`config.mk`:
```
export PLATFORM = sky130hd
export DESIGN_NAME = sel_router_fsm
export DESIGN_NICKNAME = d
export VERILOG_FILES = /design/src/rtl/sel_router_pkg.sv /design/src/rtl/sel_router_timeout_ctr.sv /design/src/rtl/sel_router_fsm.sv
export SDC_FILE = /design/constraint.sdc
export NUM_CORES = 1
export LEC_CHECK = 0
export CORE_MARGIN = 2
export CORE_UTILIZATION = 31
export DETAILED_ROUTE_END_ITERATION = 12
export HOLD_SLACK_MARGIN = 0.06
export PLACE_DENSITY_LB_ADDON = 0.25
export REMOVE_ABC_BUFFERS = 1
export SYNTH_ARGS = -nofsm -noshare
export SYNTH_HDL_FRONTEND = slang
export SYNTH_SLANG_ARGS = --single-unit
```
`constraint.sdc`:
```
create_clock -name clk -period 3.41 [get_ports clk]
set_input_delay 0.341 -clock clk [delete_from_list [all_inputs] [get_ports clk]]
set_output_delay 0.341 -clock clk [all_outputs]
set_load 0.05 [all_outputs]
```
`src/rtl/sel_router_pkg.sv`:
```
// sel_router_pkg: shared state type and one-hot helpers for the select router
package sel_router_pkg;
  localparam int MAX_SLAVES = 16;
  typedef enum logic [1:0] {IDLE, ACCESS, RESP} state_e;
  function automatic logic onehot_valid(input logic [MAX_SLAVES-1:0] sel);
    return (sel != '0) && ((sel & (sel - MAX_SLAVES'(1))) == '0);
  endfunction
  function automatic logic [3:0] onehot_to_idx(input logic [MAX_SLAVES-1:0] sel);
    logic [3:0] idx;
    idx = '0;
    for (int i = 0; i < MAX_SLAVES; i++) if (sel[i]) idx = i[3:0];
    return idx;
  endfunction
endpackage

```
`src/rtl/sel_router_timeout_ctr.sv`:
```
// sel_router_timeout_ctr: saturating wait counter flagging expiry at TIMEOUT_CYC-1
module sel_router_timeout_ctr
  import sel_router_pkg::*;
#(
  parameter int TIMEOUT_CYC = 16
) (
  input  logic clk,
  input  logic rst_n,
  input  logic clr,
  input  logic en,
  output logic expired
);
  localparam int CW = TIMEOUT_CYC > 0 ? $clog2(TIMEOUT_CYC + 1) : 1;
  logic [CW-1:0] cnt_q, cnt_d;
  // clear wins over count; hold at all-ones so the count never wraps
  always_comb cnt_d = clr ? '0 : (en && cnt_q != '1) ? cnt_q + CW'(1) : cnt_q;
  // counter register
  always_ff @(posedge clk) cnt_q <= !rst_n ? '0 : cnt_d;
  assign expired = (TIMEOUT_CYC != 0) && (cnt_q == CW'(TIMEOUT_CYC - 1));
endmodule

```
`src/rtl/sel_router_fsm.sv`:
```
// sel_router_fsm: registered one-hot master-to-slave router with decode and timeout errors
module sel_router_fsm
  import sel_router_pkg::*;
#(
  parameter int NO_OF_SLAVES = 2,
  parameter int DATA_W       = 8,
  parameter int TIMEOUT_CYC  = 16
) (
  input  logic                           clk,
  input  logic                           rst_n,
  input  logic [NO_OF_SLAVES-1:0]        m_sel,
  input  logic [DATA_W-1:0]              m_data,
  input  logic                           m_valid,
  output logic                           m_ready,
  output logic                           m_err,
  output logic [DATA_W-1:0]              m_rdata,
  output logic                           busy,
  output logic [NO_OF_SLAVES-1:0]        s_sel,
  output logic [DATA_W-1:0]              s_data,
  output logic [NO_OF_SLAVES-1:0]        s_valid,
  input  logic [NO_OF_SLAVES-1:0]        s_ready,
  input  logic [NO_OF_SLAVES*DATA_W-1:0] s_rdata
);
  localparam int IW = NO_OF_SLAVES > 1 ? $clog2(NO_OF_SLAVES) : 1;
  if (NO_OF_SLAVES < 1 || NO_OF_SLAVES > MAX_SLAVES) begin : g_bad_slaves
    $error("sel_router_fsm: NO_OF_SLAVES must be in 1..16");
  end
  state_e                  state_q, state_d;
  logic [IW-1:0]           idx_q, idx_d;
  logic [NO_OF_SLAVES-1:0] s_sel_q, s_sel_d, s_valid_q, s_valid_d;
  logic [DATA_W-1:0]       s_data_q, s_data_d, m_rdata_q, m_rdata_d;
  logic                    m_ready_q, m_ready_d, m_err_q, m_err_d;
  logic                    ctr_clr, ctr_en, expired;
  logic                    sel_ready;
  logic [DATA_W-1:0]       sel_rdata;
  logic [MAX_SLAVES-1:0]   sel_ext;
  assign sel_ext = MAX_SLAVES'(m_sel);
  sel_router_timeout_ctr #(.TIMEOUT_CYC(TIMEOUT_CYC)) u_ctr (
    .clk     (clk),
    .rst_n   (rst_n),
    .clr     (ctr_clr),
    .en      (ctr_en),
    .expired (expired)
  );
  // pick the latched slave's ready and read-data slice
  always_comb begin
    sel_ready = 1'b0;
    sel_rdata = '0;
    for (int i = 0; i < NO_OF_SLAVES; i++)
      if (idx_q == IW'(i)) begin
        sel_ready = s_ready[i];
        sel_rdata = s_rdata[i*DATA_W +: DATA_W];
      end
  end
  // next state and datapath; m_ready trails RESP by one cycle as a registered pulse
  always_comb begin
    state_d   = state_q;
    idx_d     = idx_q;
    s_sel_d   = s_sel_q;
    s_data_d  = s_data_q;
    s_valid_d = s_valid_q;
    m_err_d   = m_err_q;
    m_rdata_d = m_rdata_q;
    m_ready_d = state_q == RESP;
    ctr_clr   = 1'b0;
    ctr_en    = 1'b0;
    case (state_q)
      IDLE:
        if (m_valid) begin
          if (onehot_valid(sel_ext)) begin
            idx_d     = IW'(onehot_to_idx(sel_ext));
            s_sel_d   = m_sel;
            s_data_d  = m_data;
            s_valid_d = m_sel;
            ctr_clr   = 1'b1;
            state_d   = ACCESS;
          end else begin
            m_err_d   = 1'b1;
            m_rdata_d = '0;
            state_d   = RESP;
          end
        end
      ACCESS:
        if (sel_ready) begin
          m_rdata_d = sel_rdata;
          m_err_d   = 1'b0;
          s_valid_d = '0;
          s_sel_d   = '0;
          state_d   = RESP;
        end else begin
          ctr_en = 1'b1;
          if (expired) begin
            m_rdata_d = '0;
            m_err_d   = 1'b1;
            s_valid_d = '0;
            s_sel_d   = '0;
            state_d   = RESP;
          end
        end
      RESP:    state_d = IDLE;
      default: state_d = IDLE;
    endcase
  end
  // state and output registers, all cleared by reset
  always_ff @(posedge clk) begin
    if (!rst_n) begin
      state_q   <= IDLE;
      idx_q     <= '0;
      s_sel_q   <= '0;
      s_data_q  <= '0;
      s_valid_q <= '0;
      m_ready_q <= 1'b0;
      m_err_q   <= 1'b0;
      m_rdata_q <= '0;
    end else begin
      state_q   <= state_d;
      idx_q     <= idx_d;
      s_sel_q   <= s_sel_d;
      s_data_q  <= s_data_d;
      s_valid_q <= s_valid_d;
      m_ready_q <= m_ready_d;
      m_err_q   <= m_err_d;
      m_rdata_q <= m_rdata_d;
    end
  end
  assign m_ready = m_ready_q;
  assign m_err   = m_err_q;
  assign m_rdata = m_rdata_q;
  assign busy    = state_q != IDLE;
  assign s_sel   = s_sel_q;
  assign s_data  = s_data_q;
  assign s_valid = s_valid_q;
endmodule

```
==> impl_results.md <==
- Status: finished, final reports clean
- Hold_ws: 478.6 ps
- Root Driver: clkbuf_8
- Top Family by Delay on Critical Path: buffers and inverters
- Routed len/inst: 13.15 microns
- Hold Path Depth: 2
- Crit-path cells: nor2_1 -> inv_1 -> clkdlybuf4s50_1
- Worst-margin pin slew: 729.8 ps
- Row count: 23
- Worst-path clk slew: 100 ps
- PnR worst setup slack: 1330 ps
- Clk_lat worst skew: 270 ps
- Setup_tns: 0 ps
- DR pass1 iterations: 4
- Final Slew Violations: 0
- Mean Syn Cell Area: around 10 sq um
- Power density cells: 434.4 mW/mm^2
- Overflow after GRT: 0
- Final Cycle Share: 61.01%
- Starting DRC count in detailed routing: 23
- Count of final hold-check violations: 0
- Cells after Synth: 134
- TritonCTS buffer count: 3
- Worst r2r path cells: 7
- DRC viols: 0
- RR Startpoint: u_ctr.cnt_q[0]
- Hold_buf cts: 0
- Final Instance Area: 0.001952 sq mm
- CTS tree: built
- Final Skew: 2.016 ps
- FF+latch count, synth: 28
- Worst R2R End: u_ctr.cnt_q[1]
- DP HPWL: ~2400 microns
- Nets: approximately 220
- Critical path class: reg -> out
- Slowest stage delay, CP: 810 ps
- GRT Util Overall: between 10% and 20%
- Worst VDD drop: 175.4 uV
- Hold crit path type: reg -> reg
- Worst EP arrival: 1740 ps
- Critical Path End Type: output pin
- Die height: between 60 and 70 microns
- Initial Utilization: 32.88%
- Core ar.: 0.004086 sq mm
- Vias in the first global route: 1066
- Placed instance area: 0.001881 sq mm
- WP buf/inv: 2
- Clock buffer depth: 2
- Layout cells sized above 1: 11.96%
- Fillers: 381
- YS warnings: 0
- # IOs: 54
- Vias: 1083
- First-pass GRT wire length: 5126 microns
- Synthesized area: 0.001344 sq mm
- Netlist cell types: 33
- Post-CTS Setup Bufs: 0
- Seq/Total Area, Yosys: roughly two fifths
- Hold path startpoint: m_rdata[0]
- # setup viols final: 0
- Placed Instances: 230
- Worst Setup Start Kind: flip-flop
- Crit-path max FO: 8
- Worst path slowest cell: clkdlybuf4s50_1
- Critical Path RT: 3070 ps
- R2r setup slk: 1550 ps
- Slew headroom: 51.19%
- DIE WIDTH: 69.84 microns
- H-tree lvl count: 1
- Max frequency: 480.7 MHz
- Port bufs: 53
- Setup WS pre-CTS: roughly 1200 ps
- WHS Endpoint: m_rdata[0]
- GPL Wtd Cong: slightly above 0.7
- Vias per std cell: 4.628
- Final WL: 3076 microns
- Post-CTS sizing: 0
- Detail Route Antenna Nets: 0
- Maxcap violations: 0
- Finished Layout Cells: 234
- Leak pwr: roughly 0.76 nW
- Post-route minimum period: ~2100 ps
- Largest net degree at the start of global routing: 27
- # diodes: 0
- Sink Count: 28
- Unrepaired setup endpoints after global routing: no
- DIE AREA: 0.004878 sq mm
- Area growth syn-to-layout: 45.25%
- Initial antenna violation count: 0
-- per-stage QoR --
stage | total power, mW | utilization (%)
3_3_place_gp | 0.5909 | 46.02
3_5_place_dp | 0.5961 | 46.02
2_1_floorplan | 0.5034 | -
6_report | 0.8478 | 47.76
5_1_grt | 0.8864 | 47.76
4_1_cts | 0.8575 | 47.76
-- registers in the layout, summed over array words and instances (netlist names) --
| name | cells |
|---|---|
| m_rdata | 8 |
| s_data | 8 |
| u_ctr.cnt_q | 5 |
| s_valid | 2 |
| state_q | 2 |
| idx_q | 1 |
| m_err | 1 |
| m_ready | 1 |
-- power by group --
group          total (mW)  internal (mW)  leakage (nW)  switching [mW]
combinational       0.225          0.101         0.495           0.124
clock               0.262          0.157        0.0357           0.105
sequential          0.360          0.345         0.228          0.0158
-- layout make-up --
| cell class | instances | area [sq um] | area share [%] |
|---|---|---|---|
| Multi-Input combinational cell | 94 | 708.2 | 36.28 |
| Clock inverter | 1 | 30.03 | 1.538 |
| Timing Repair Buffer | 53 | 530.5 | 27.18 |
| Clock buffer | 3 | 41.29 | 2.115 |
| Sequential cell | 28 | 560.5 | 28.72 |
| Tap cell | 50 | 62.56 | 3.205 |
| Inverter | 5 | 18.77 | 0.9615 |
-- worst max-delay path by stage --
stage          depth (start not counted)             end  slack, ps           start
2_1_floorplan                          7  u_ctr.cnt_q[1]       1690  u_ctr.cnt_q[0]
3_3_place_gp                           5  u_ctr.cnt_q[0]       1220        m_sel[0]
3_5_place_dp                           5  u_ctr.cnt_q[3]       1170        m_sel[0]
4_1_cts                                3            busy       1340      state_q[0]
5_1_grt                                3            busy       1250      state_q[0]
6_report                               3            busy       1330      state_q[0]
-- worst min-delay path, delay by kind of cell, from the launching register on --
| kind | cells | cell delay (ps) |
|---|---|---|
| DFF | 1 | 320 |
| AOI/OAI and AO/OA | 2 | 120 |
-- layout by cell type, fill, tap and decap left out, drive strengths merged --
| cell | synthesis | layout |
|---|---|---|
| xor2 | 3 | 3 |
| inv | 5 | 5 |
| mux2 | 8 | 8 |
| clkbuf | 2 | 3 |
| and3 | 2 | 2 |
| a21boi | 8 | 8 |
| nor2 | 9 | 9 |
| mux2i | 12 | 12 |
| nor2b | 8 | 8 |
| a211oi | 1 | 1 |
| o22ai | 1 | 1 |
| nor3b | 1 | 1 |
| ha | 3 | 3 |
| o21a | 1 | 1 |
| and2 | 3 | 3 |
| a21oi | 1 | 1 |
| dfxtp | 28 | 28 |
| a31o | 1 | 1 |
| clkdlybuf4s50 | 0 | 53 |
| nand3 | 5 | 5 |
| o21ai | 9 | 9 |
| xnor2 | 1 | 1 |
| o221a | 1 | 1 |
| bufinv | 0 | 1 |
| and3b | 2 | 2 |
| nand2 | 13 | 13 |
| or2b | 1 | 1 |
-- metal layers --
metal	vias up	global-route usage (%)	wire [microns]	part of all wire (%)
li1	554	-	-	-
met1	493	14.70	1289	42
met3	2	3.488	212	6.9
met4	0	3.205	19	0.62
met5	-	0	0	0
met2	34	23.17	1554	51
-- synthesized netlist by cell type, drive strengths merged --
master,count,area share (%)
nor2,9,4.0
and2,3,1.6
o21ai,9,3.6
and3b,2,1.3
xor2,3,2.0
ha,3,2.8
nor3b,1,0.56
or2b,1,0.56
and3,2,0.93
inv,5,1.4
a31o,1,1.3
xnor2,1,0.65
dfxtp,28,42
o21a,1,0.56
buf,5,3.6
mux2,8,6.7
nor2b,8,3.7
o221a,1,0.84
clkbuf,2,0.56
nand2,13,3.6
nand3,5,1.9
a21oi,1,0.37
a21boi,8,4.5
mux2i,12,9.9
a211oi,1,0.93
o22ai,1,0.47
-- logic make-up (layout without fill, tap and decap cells) --
family          after synthesis  count (layout)  synth area share, %
compound gates               23              23                12.57
mux                          20              20                16.57
fa+ha+maj                     3               3                2.794
xor+xnor                      4               4                2.608
simple gates                 44              44                18.16
flops                        28              28                41.71
buf+inv                      12              62                5.586
Note: power is estimated with default switching activity, not from simulation.
